**config.mk**
```make
export PLATFORM = sky130hd
export DESIGN_NAME = div_share_ctrl_flat
export DESIGN_NICKNAME = d
export VERILOG_FILES = /design/src/rtl/div_pkg.sv /design/src/rtl/div_share_ctrl_if.sv /design/src/rtl/div_step.sv /design/src/rtl/div_share_ctrl.sv /design/src/flat_wrapper.sv
export SDC_FILE = /design/constraint.sdc
export NUM_CORES = 1
export LEC_CHECK = 0
export CAP_MARGIN = 20
export CORE_AREA = 4 4 77 79
export CTS_BUF_LIST = sky130_fd_sc_hd__clkbuf_8 sky130_fd_sc_hd__clkbuf_16
export CTS_CLUSTER_SIZE = 24
export DETAILED_ROUTE_END_ITERATION = 16
export DIE_AREA = 0 0 81 83
export HOLD_SLACK_MARGIN = 0.05
export PLACE_DENSITY = 0.8
export REMOVE_ABC_BUFFERS = 1
export SYNTH_ARGS = -nofsm -noshare
export SYNTH_HDL_FRONTEND = slang
export SYNTH_SLANG_ARGS = --single-unit
```
**constraint.sdc**
```tcl
create_clock -name clk -period 2.8 [get_ports clk]
set_clock_uncertainty 0.1 [all_clocks]
set_input_delay 0.28 -clock clk [delete_from_list [all_inputs] [get_ports clk]]
set_output_delay 0.28 -clock clk [all_outputs]
set_load 0.01 [all_outputs]
```
**src/rtl/div_pkg.sv**
```systemverilog
// Shared constants and FSM state type for the shared restoring divider.
package div_pkg;

    localparam int unsigned DEF_NUM_W = 16;
    localparam int unsigned DEF_DEN_W = 8;
    localparam int unsigned CNT_W     = $clog2(DEF_NUM_W);

    typedef enum logic [1:0] {
        IDLE,
        CALC,
        DONE
    } state_e;

endpackage

```
**src/rtl/div_share_ctrl_if.sv**
```systemverilog
// Request/response bundle between two requesters and the shared divider.
// Optional macro DIV_ZERO_FLAG_EN adds the dz_o divide-by-zero flag.
interface div_share_ctrl_if #(
    parameter int unsigned NUM_W = 16,
    parameter int unsigned DEN_W = 8
);

    logic [1:0]       req_valid_i;
    logic [1:0]       req_ready_o;
    logic [NUM_W-1:0] num0_i;
    logic [DEN_W-1:0] den0_i;
    logic [NUM_W-1:0] num1_i;
    logic [DEN_W-1:0] den1_i;
    logic [1:0]       rsp_valid_o;
    logic [NUM_W-1:0] quotient_o;
    logic [DEN_W-1:0] remainder_o;
    logic             busy_o;

`ifdef DIV_ZERO_FLAG_EN
    logic             dz_o;

    modport slave (
        input  req_valid_i, num0_i, den0_i, num1_i, den1_i,
        output req_ready_o, rsp_valid_o, quotient_o, remainder_o, busy_o, dz_o
    );

    modport master (
        output req_valid_i, num0_i, den0_i, num1_i, den1_i,
        input  req_ready_o, rsp_valid_o, quotient_o, remainder_o, busy_o, dz_o
    );
`else
    modport slave (
        input  req_valid_i, num0_i, den0_i, num1_i, den1_i,
        output req_ready_o, rsp_valid_o, quotient_o, remainder_o, busy_o
    );

    modport master (
        output req_valid_i, num0_i, den0_i, num1_i, den1_i,
        input  req_ready_o, rsp_valid_o, quotient_o, remainder_o, busy_o
    );
`endif

endinterface

```
**src/rtl/div_step.sv**
```systemverilog
// One restoring-division iteration: shift in a numerator bit, subtract if it fits.
module div_step #(
    parameter int unsigned DEN_W = 8
) (
    input  logic [DEN_W:0] rem_i,
    input  logic           num_bit_i,
    input  logic [DEN_W:0] den_i,
    output logic [DEN_W:0] rem_o,
    output logic           q_bit_o
);

    logic [DEN_W:0] shifted;
    // Partial remainder never exceeds the denominator, so its MSB is dropped on shift.
    logic           unused_rem_msb;

    assign unused_rem_msb = rem_i[DEN_W];
    assign shifted        = {rem_i[DEN_W-1:0], num_bit_i};

    always_comb begin
        q_bit_o = 1'b0;
        rem_o   = shifted;
        if (shifted >= den_i) begin
            q_bit_o = 1'b1;
            rem_o   = shifted - den_i;
        end
    end

endmodule

```
**src/rtl/div_share_ctrl.sv**
```systemverilog
// Sequential restoring divider shared by two requesters via round-robin arbitration.
// Optional macro DIV_ZERO_FLAG_EN: zero denominators bypass CALC and raise dz_o.
module div_share_ctrl
    import div_pkg::*;
#(
    parameter int unsigned NUM_W = DEF_NUM_W,
    parameter int unsigned DEN_W = DEF_DEN_W
) (
    input  logic            clk,
    input  logic            rst_n,
    div_share_ctrl_if.slave bus
);

    localparam int unsigned CW = $clog2(NUM_W);

    state_e           state_q;
    logic             last_grant_q;
    logic             owner_q;
    logic [NUM_W-1:0] num_q;
    logic [DEN_W:0]   den_q;
    logic [DEN_W:0]   rem_q;
    logic [CW-1:0]    cnt_q;
    logic [1:0]       rsp_valid_q;
`ifdef DIV_ZERO_FLAG_EN
    logic             dz_q;
`endif

    logic [1:0]       grant;
    logic             owner_nxt;
    logic [NUM_W-1:0] num_sel;
    logic [DEN_W-1:0] den_sel;
    logic [DEN_W:0]   rem_nxt;
    logic             q_bit;

    // Both requesting: the one that did not win last time goes next.
    always_comb begin
        grant = 2'b00;
        if (state_q == IDLE) begin
            case (bus.req_valid_i)
                2'b01:   grant = 2'b01;
                2'b10:   grant = 2'b10;
                2'b11:   grant = last_grant_q ? 2'b01 : 2'b10;
                default: grant = 2'b00;
            endcase
        end
    end

    assign owner_nxt = grant[1];
    assign num_sel   = owner_nxt ? bus.num1_i : bus.num0_i;
    assign den_sel   = owner_nxt ? bus.den1_i : bus.den0_i;

    div_step #(
        .DEN_W(DEN_W)
    ) u_step (
        .rem_i    (rem_q),
        .num_bit_i(num_q[NUM_W-1]),
        .den_i    (den_q),
        .rem_o    (rem_nxt),
        .q_bit_o  (q_bit)
    );

    always_ff @(posedge clk or negedge rst_n) begin
        if (!rst_n) begin
            state_q      <= IDLE;
            last_grant_q <= 1'b1;
            owner_q      <= 1'b0;
            num_q        <= '0;
            den_q        <= '0;
            rem_q        <= '0;
            cnt_q        <= '0;
            rsp_valid_q  <= 2'b00;
`ifdef DIV_ZERO_FLAG_EN
            dz_q         <= 1'b0;
`endif
        end else begin
            case (state_q)
                IDLE: begin
                    if (grant != 2'b00) begin
                        owner_q      <= owner_nxt;
                        last_grant_q <= owner_nxt;
                        den_q        <= {1'b0, den_sel};
                        cnt_q        <= CW'(NUM_W - 1);
`ifdef DIV_ZERO_FLAG_EN
                        if (den_sel == '0) begin
                            state_q     <= DONE;
                            num_q       <= '1;
                            rem_q       <= '1;
                            rsp_valid_q <= grant;
                            dz_q        <= 1'b1;
                        end else begin
                            state_q <= CALC;
                            num_q   <= num_sel;
                            rem_q   <= '0;
                            dz_q    <= 1'b0;
                        end
`else
                        state_q <= CALC;
                        num_q   <= num_sel;
                        rem_q   <= '0;
`endif
                    end
                end
                CALC: begin
                    rem_q <= rem_nxt;
                    num_q <= {num_q[NUM_W-2:0], q_bit};
                    if (cnt_q == '0) begin
                        state_q              <= DONE;
                        rsp_valid_q[owner_q] <= 1'b1;
                    end else begin
                        cnt_q <= cnt_q - 1'b1;
                    end
                end
                DONE: begin
                    state_q     <= IDLE;
                    rsp_valid_q <= 2'b00;
                end
                default: state_q <= IDLE;
            endcase
        end
    end

    assign bus.req_ready_o = grant;
    assign bus.rsp_valid_o = rsp_valid_q;
    assign bus.quotient_o  = num_q;
    assign bus.remainder_o = rem_q[DEN_W-1:0];
    assign bus.busy_o      = (state_q != IDLE);
`ifdef DIV_ZERO_FLAG_EN
    assign bus.dz_o        = dz_q;
`endif

endmodule

```
**src/flat_wrapper.sv**
```systemverilog
// flat-port wrapper written by rule: the top's interface ports become plain ports
module div_share_ctrl_flat import div_pkg::*;
#(
    parameter int unsigned NUM_W = DEF_NUM_W,
    parameter int unsigned DEN_W = DEF_DEN_W
)
  (clk, rst_n, bus_req_valid_i, bus_num0_i, bus_den0_i, bus_num1_i, bus_den1_i, bus_req_ready_o, bus_rsp_valid_o, bus_quotient_o, bus_remainder_o, bus_busy_o);
  div_share_ctrl_if #(.NUM_W(NUM_W), .DEN_W(DEN_W)) bus_i ();
  input  logic clk;
  input  logic rst_n;
  input wire logic [$bits(bus_i.req_valid_i)-1:0] bus_req_valid_i;
  input wire logic [$bits(bus_i.num0_i)-1:0] bus_num0_i;
  input wire logic [$bits(bus_i.den0_i)-1:0] bus_den0_i;
  input wire logic [$bits(bus_i.num1_i)-1:0] bus_num1_i;
  input wire logic [$bits(bus_i.den1_i)-1:0] bus_den1_i;
  output wire logic [$bits(bus_i.req_ready_o)-1:0] bus_req_ready_o;
  output wire logic [$bits(bus_i.rsp_valid_o)-1:0] bus_rsp_valid_o;
  output wire logic [$bits(bus_i.quotient_o)-1:0] bus_quotient_o;
  output wire logic [$bits(bus_i.remainder_o)-1:0] bus_remainder_o;
  output wire logic [$bits(bus_i.busy_o)-1:0] bus_busy_o;
  assign bus_i.req_valid_i = bus_req_valid_i;
  assign bus_i.num0_i = bus_num0_i;
  assign bus_i.den0_i = bus_den0_i;
  assign bus_i.num1_i = bus_num1_i;
  assign bus_i.den1_i = bus_den1_i;
  assign bus_req_ready_o = bus_i.req_ready_o;
  assign bus_rsp_valid_o = bus_i.rsp_valid_o;
  assign bus_quotient_o = bus_i.quotient_o;
  assign bus_remainder_o = bus_i.remainder_o;
  assign bus_busy_o = bus_i.busy_o;
  div_share_ctrl #(.NUM_W(NUM_W), .DEN_W(DEN_W)) u_core (.clk(clk), .rst_n(rst_n), .bus(bus_i));
endmodule
```
==> results of run 1 <==
==> state kept, by name, indices dropped and copies added, names as in the netlist <==
register                cells
u_core.bus.quotient_o      16
u_core.den_q                8
u_core.rem_q                8
u_core.cnt_q                4
u_core.bus.rsp_valid_o      2
u_core.state_q              2
u_core.last_grant_q         1
u_core.owner_q              1
==> Yosys cell counts (all sizes together) (2+ instances only) <==
master  count
dfrtp      41
o21ai      31
mux2i      28
inv        18
nand2      18
a22oi      15
a21oi       9
clkbuf      9
ha          9
nand3       9
nor2        9
buf         6
a31oi       5
nand2b      3
nor3        3
o31ai       3
xor2        3
a22o        2
o21a        2
xnor2       2
==> power by group through the flow <==
stage / Combinational (mW) / Clock [mW] / Sequential [mW]
2_1_floorplan: 1.54 / 0 / 1.22
3_3_place_gp: 2.42 / 0 / 1.16
3_5_place_dp: 2.49 / 0 / 1.18
4_1_cts: 2.50 / 0.408 / 1.17
5_1_grt: 2.78 / 0.437 / 1.22
6_report: 2.49 / 0.397 / 1.17
==> metrics by stage <==
| stage | instance area (µm²) | worst slack [ns] |
|---|---|---|
| after CTS | 3320 | 0.424 |
| after detailed placement | 3230 | 0.450 |
| final | 3320 | 0.401 |
| after global routing | 3320 | 0.244 |
| after global placement | 3230 | 0.513 |
| after floorplan | 2300 | 0.345 |
==> how the worst min path moves through the flow <==
stage                                           endpoint  slack, ns  depth (start not counted)
finish                       u_core.rem_q[1]$_DFFE_PN0P_       0.02                          1
floorplan           u_core.bus.quotient_o[0]$_DFFE_PN0P_      -0.12                          0
global route        u_core.bus.quotient_o[4]$_DFFE_PN0P_       0.11                          1
CTS                          u_core.rem_q[1]$_DFFE_PN0P_       0.06                          1
detailed placement           u_core.rem_q[6]$_DFFE_PN0P_       0.38                          1
global placement             u_core.den_q[2]$_DFFE_PN0P_       0.36                          2
==> layer usage <==
metal,routed length (µm),track usage,vias to the layer above
li1,-,-,1031
met1,2370,0.223,975
met2,2980,0.311,48
met3,292,0.0466,8
met4,65,0.0415,0
met5,0,0,-
==> area by class of cell <==
cell class                      instances  area [µm²]
Fill cell                             483        2020
Multi-Input combinational cell        170        1190
Sequential cell                        42        1050
Timing Repair Buffer                   84         826
Tap cell                               72        90.1
Clock buffer                            6        82.6
Inverter                               18        67.6
Clock inverter                          2        7.51
==> cell families (layout without fill, tap and decap cells) <==
logic type | Yosys count | in the layout | synth area share
flops | 42 | 42 | 0.444
fa+ha+maj | 10 | 10 | 0.0560
simple gates | 49 | 49 | 0.0987
buf+inv | 33 | 110 | 0.0570
mux | 29 | 29 | 0.123
compound gates | 77 | 77 | 0.203
xor+xnor | 5 | 5 | 0.0185
==> flow_metrics.py, run 1 <==
metrics = {
    "outcome": {
        "outcome": "complete, no violations",
    },
    "setup_path": {
        "slowest_delay_ns": 0.42,
        "critPathKind": "flop to flop",
        "cp.depth": 7,
        "cpMaxStageDelayCell": "nand2_1",
        "r2r_cells": 7,
        "crit_start": "u_core.rem_q[2]$_DFFE_PN0P_",
        "cp-end-kind": "flop",
        "r2r_start": "u_core.rem_q[2]$_DFFE_PN0P_",
        "path_cells": "ha_1 > a21o_1 > a21oi_1 > o2111ai_1 > nand2_1 > mux2_2 > o21ai_0",
        "crit_family": "compound AO/OA/AOI/OAI gates",
        "reg2reg_setup_slack_ns": 0.40,
        "crit_path_end": "u_core.rem_q[1]$_DFFE_PN0P_",
        "critPathLaunchType": "flop",
        "cp_max_fo": 12,
        "r2r_end": "u_core.rem_q[1]$_DFFE_PN0P_",
        "worst_ep_required_time_ns": 2.92,
        "arrival_ns": 2.52,
        "crit_buf_inv": 0,
    },
    "power": {
        "switching_share": 0.420,
        "max-vdd-ir-drop_v": 0.000593,
        "clkPwrFrac": 0.098,
        "p_int_mw": 2.35,
        "seqPwrFrac": 0.289,
        "power_mw": 4.05,
        "p_leak_nw": 1.59,
        "power.switching_mw": 1.70,
        "powerDensity_nw_per_um2": 1220,
        "power_frac_comb": 0.613,
    },
    "sta": {
        "drv_slew": 0,
        "worstMarginPinSlew_ns": 0.930,
        "setup_violations": 0,
        "max_freq_ghz": 0.417,
        "slew_headroom": 0.380,
        "final.setup.tns_ns": 0,
        "hold_ws_ns": 0.0202,
        "hold_viol": 0,
        "rsz0062_at_grt": "no",
        "post-route-min-period_ns": 2.40,
        "final.period_utilization": 0.857,
    },
    "synth": {
        "ys.flop_type": "dfrtp_1",
        "synth-edff-count": 0,
        "ys_types": 43,
        "yosys.area.top_type": "dfrtp_1",
        "async_reset_ff_frac": 1.00,
        "ys_ff_latch": 42,
        "yosysWarnings": 0,
        "ys_seq_area_frac": 0.444,
        "syn_avg_cell_area_um2": 9.67,
        "synth_top_area_frac": 0.433,
        "ys_top_cells_by_area": "dfrtp_1 43%, mux2i_1 12%, o21ai_0 6.3%, a22oi_1 4.8%, ha_1 4.8%",
        "synthCells": 245,
        "synth_area_um2": 2370,
    },
    "run": {
        "drv_cap": 0,
    },
    "routing": {
        "dr.pass1.iters": 4,
        "routedWlPerCell_um": 14.5,
        "ant_nets": 0,
        "routed_wl_mm": 5.71,
        "drc_errors": 0,
        "drt_iter0_drc": 107,
        "dr_total_vias": 2062,
        "via_per_inst": 5.23,
    },
    "floorplanning": {
        "fp.dieH_um": 83,
        "rows": 27,
        "io_pins": 81,
        "initial_core_util": 0.444,
        "dieArea_um2": 6720,
        "die_w_um": 81,
        "core-area_um2": 5340,
    },
    "placed_design": {
        "port_buffers": 80,
        "place_inst": 386,
        "hpwl_mm": 4.19,
        "gp_congestion": 0.812,
    },
    "global_routing": {
        "grt_pass1_wl_mm": 9.63,
        "grt_max_degree": 44,
        "first_global_vias": 2090,
        "antenna_found_initial": 0,
        "gr-total-overflow": 0,
        "track_usage": 0.181,
    },
    "clock_tree": {
        "cts_tree": "done",
        "numClockSinks": 42,
        "cts_setup_buffers": 0,
        "clockRootBuffer": "clkbuf_8",
        "clkLatencyLatePin_ns": 0.29,
        "post_cts_resized": 0,
        "cts_hold_buf": 0,
        "htree_levels": 2,
        "clk_pin_slew_ns": 0.08,
        "cts_max_path_buffers": 2,
        "cts_buffers": 5,
    },
    "finish": {
        "instances_no_fill": 394,
        "fin_util": 0.622,
        "final_cell_mix": "79 x clkdlybuf4s50_1, 41 x dfrtp_1, 30 x o21ai_0",
        "n_antenna_cell": 0,
        "final_common_cell": "clkdlybuf4s50_1",
        "layout.nets": 383,
        "layout-area-overhead-vs-synth_pct": 40.1,
        "layout-drive-gt1-share": 0.0528,
    },
    "hold_path": {
        "hold_class": "primary input to async pin",
    },
}
Power figures use the tool's default switching activity.
==> run 2: changes to the inputs <==
--- a/config.mk
+++ b/config.mk
@@ -12,6 +12,7 @@
 export DETAILED_ROUTE_END_ITERATION = 16
 export DIE_AREA = 0 0 81 83
 export HOLD_SLACK_MARGIN = 0.05
+export MAX_ROUTING_LAYER = met4
 export PLACE_DENSITY = 0.8
 export REMOVE_ABC_BUFFERS = 1
 export SYNTH_ARGS = -nofsm -noshare
==> flow_metrics.py, run 2 (synthesis gave the netlist of run 1 again) <==
metrics = {
    "outcome": {
        "outcome": "complete, no violations",
    },
    "global_routing": {
        "first_global_vias": 2088,
        "top_usage_layer": "met2",
        "gr-total-overflow": 0,
        "grtUsageMet1": 0.226,
        "grt_use_met3": 0.0434,
        "antenna_found_initial": 0,
        "grt_pass1_wl_mm": 9.62,
        "grt_util_met2": 0.311,
        "track_usage": 0.186,
        "grt_max_degree": 44,
    },
    "routing": {
        "drc_errors": 0,
        "via_per_inst": 5.24,
        "dr_total_vias": 2063,
        "dr.pass1.iters": 4,
        "routed_wl_mm": 5.72,
        "routedWlPerCell_um": 14.5,
        "ant_nets": 0,
        "drt_iter0_drc": 100,
    },
    "finish": {
        "fillers": 483,
        "fin_util": 0.622,
        "final_common_cell": "clkdlybuf4s50_1",
        "largest_reg_flops": 16,
        "layout-area-overhead-vs-synth_pct": 40.1,
        "layout.nets": 383,
        "n_antenna_cell": 0,
        "final_cell_mix": "79 x clkdlybuf4s50_1, 41 x dfrtp_1, 30 x o21ai_0",
        "layout-drive-gt1-share": 0.0528,
    },
    "floorplanning": {
        "rows": 27,
        "dieArea_um2": 6720,
        "die_w_um": 81,
        "fp.dieH_um": 83,
        "core-area_um2": 5340,
        "initial_core_util": 0.444,
        "io_pins": 81,
    },
    "power": {
        "clkPwrFrac": 0.098,
        "switching_share": 0.420,
        "seqPwrFrac": 0.289,
        "max-vdd-ir-drop_v": 0.000593,
        "power_frac_comb": 0.613,
        "powerDensity_nw_per_um2": 1220,
        "power.switching_mw": 1.70,
        "p_leak_nw": 1.59,
        "p_int_mw": 2.35,
    },
    "sta": {
        "slew_headroom": 0.379,
        "hold_viol": 0,
        "max_freq_ghz": 0.417,
        "rsz0062_at_grt": "no",
        "worstMarginPinSlew_ns": 0.931,
        "post-route-min-period_ns": 2.40,
        "final.period_utilization": 0.857,
        "final.setup.tns_ns": 0,
        "setup_violations": 0,
        "drv_slew": 0,
    },
    "clock_tree": {
        "clkLatencyLatePin_ns": 0.29,
        "clk_pin_slew_ns": 0.08,
        "cts_setup_buffers": 0,
        "htree_levels": 2,
        "cts_max_path_buffers": 2,
        "numClockSinks": 42,
        "cts_tree": "done",
        "cts_buffers": 5,
        "clockRootBuffer": "clkbuf_8",
        "cts_hold_buf": 0,
        "post_cts_resized": 0,
    },
    "setup_path": {
        "slowest_delay_ns": 0.42,
        "critPathKind": "flop to flop",
        "r2r_start": "u_core.rem_q[2]$_DFFE_PN0P_",
        "cp_max_fo": 12,
        "r2r_end": "u_core.rem_q[1]$_DFFE_PN0P_",
        "critPathLaunchType": "flop",
        "crit_path_end": "u_core.rem_q[1]$_DFFE_PN0P_",
        "crit_family": "compound AO/OA/AOI/OAI gates",
        "r2r_cells": 7,
        "reg2reg_setup_slack_ns": 0.40,
        "path_cells": "ha_1 > a21o_1 > a21oi_1 > o2111ai_1 > nand2_1 > mux2_2 > o21ai_0",
        "arrival_ns": 2.52,
        "worst_ep_required_time_ns": 2.92,
        "cp.depth": 7,
        "crit_start": "u_core.rem_q[2]$_DFFE_PN0P_",
        "cp-end-kind": "flop",
        "crit_buf_inv": 0,
        "cpMaxStageDelayCell": "nand2_1",
    },
    "placed_design": {
        "port_buffers": 80,
        "gp_congestion": 0.824,
        "hpwl_mm": 4.19,
    },
    "run": {
        "drv_cap": 0,
    },
    "hold_path": {
        "hold_class": "primary input to async pin",
    },
}
run 2: worst min-delay path by stage:
stage	startpoint	endpoint	depth (start not counted)
final	rst_n	u_core.rem_q[1]$_DFFE_PN0P_	1
after detailed placement	rst_n	u_core.rem_q[6]$_DFFE_PN0P_	1
after CTS	rst_n	u_core.rem_q[1]$_DFFE_PN0P_	1
after global placement	u_core.den_q[2]$_DFFE_PN0P_	u_core.den_q[2]$_DFFE_PN0P_	2
after global routing	rst_n	u_core.bus.quotient_o[4]$_DFFE_PN0P_	1
after floorplan	rst_n	u_core.bus.quotient_o[0]$_DFFE_PN0P_	0
run 2: final cells by class:
cell class | count | area [µm²] | share of cell area
clock buffer | 6 | 82.6 | 0.0249
clock inverter | 2 | 7.51 | 0.00226
inverter | 18 | 67.6 | 0.0204
multi-input combinational | 170 | 1190 | 0.360
sequential | 42 | 1050 | 0.317
tap | 72 | 90.1 | 0.0271
timing repair buffer | 84 | 826 | 0.249
run 2: layer usage:
metal	vias to the layer above	share of wire
met5	-	0
met4	0	0.011
met3	7	0.048
met2	48	0.52
met1	976	0.42
li1	1032	-
run 2: power groups by stage:
stage | Combinational, mW | Sequential (mW) | Clock [mW]
after floorplan | 1.54 | 1.22 | 0
after CTS | 2.50 | 1.17 | 0.408
after global routing | 2.78 | 1.22 | 0.437
after global placement | 2.42 | 1.16 | 0
final | 2.49 | 1.17 | 0.397
after detailed placement | 2.49 | 1.18 | 0
run 2: metrics by stage:
stage	total power [mW]	area, µm²	cells	hold slack [ns]	worst slack (ns)
final	4.06	3320	394	0.0200	0.400
after global routing	4.43	3320	394	0.111	0.244
after CTS	4.08	3320	394	0.0597	0.424
after detailed placement	3.67	3230	386	0.376	0.450
after global placement	3.58	3230	386	0.365	0.513
after floorplan	2.76	2300	230	-0.116	0.345
==> run 3: changes to the inputs <==
--- a/config.mk
+++ b/config.mk
@@ -12,7 +12,6 @@
 export DETAILED_ROUTE_END_ITERATION = 16
 export DIE_AREA = 0 0 81 83
 export HOLD_SLACK_MARGIN = 0.05
-export MAX_ROUTING_LAYER = met4
 export PLACE_DENSITY = 0.8
 export REMOVE_ABC_BUFFERS = 1
 export SYNTH_ARGS = -nofsm -noshare
==> results of run 3 <==
Same layout as run 1: the final DEF is identical, and so are final timing and power.
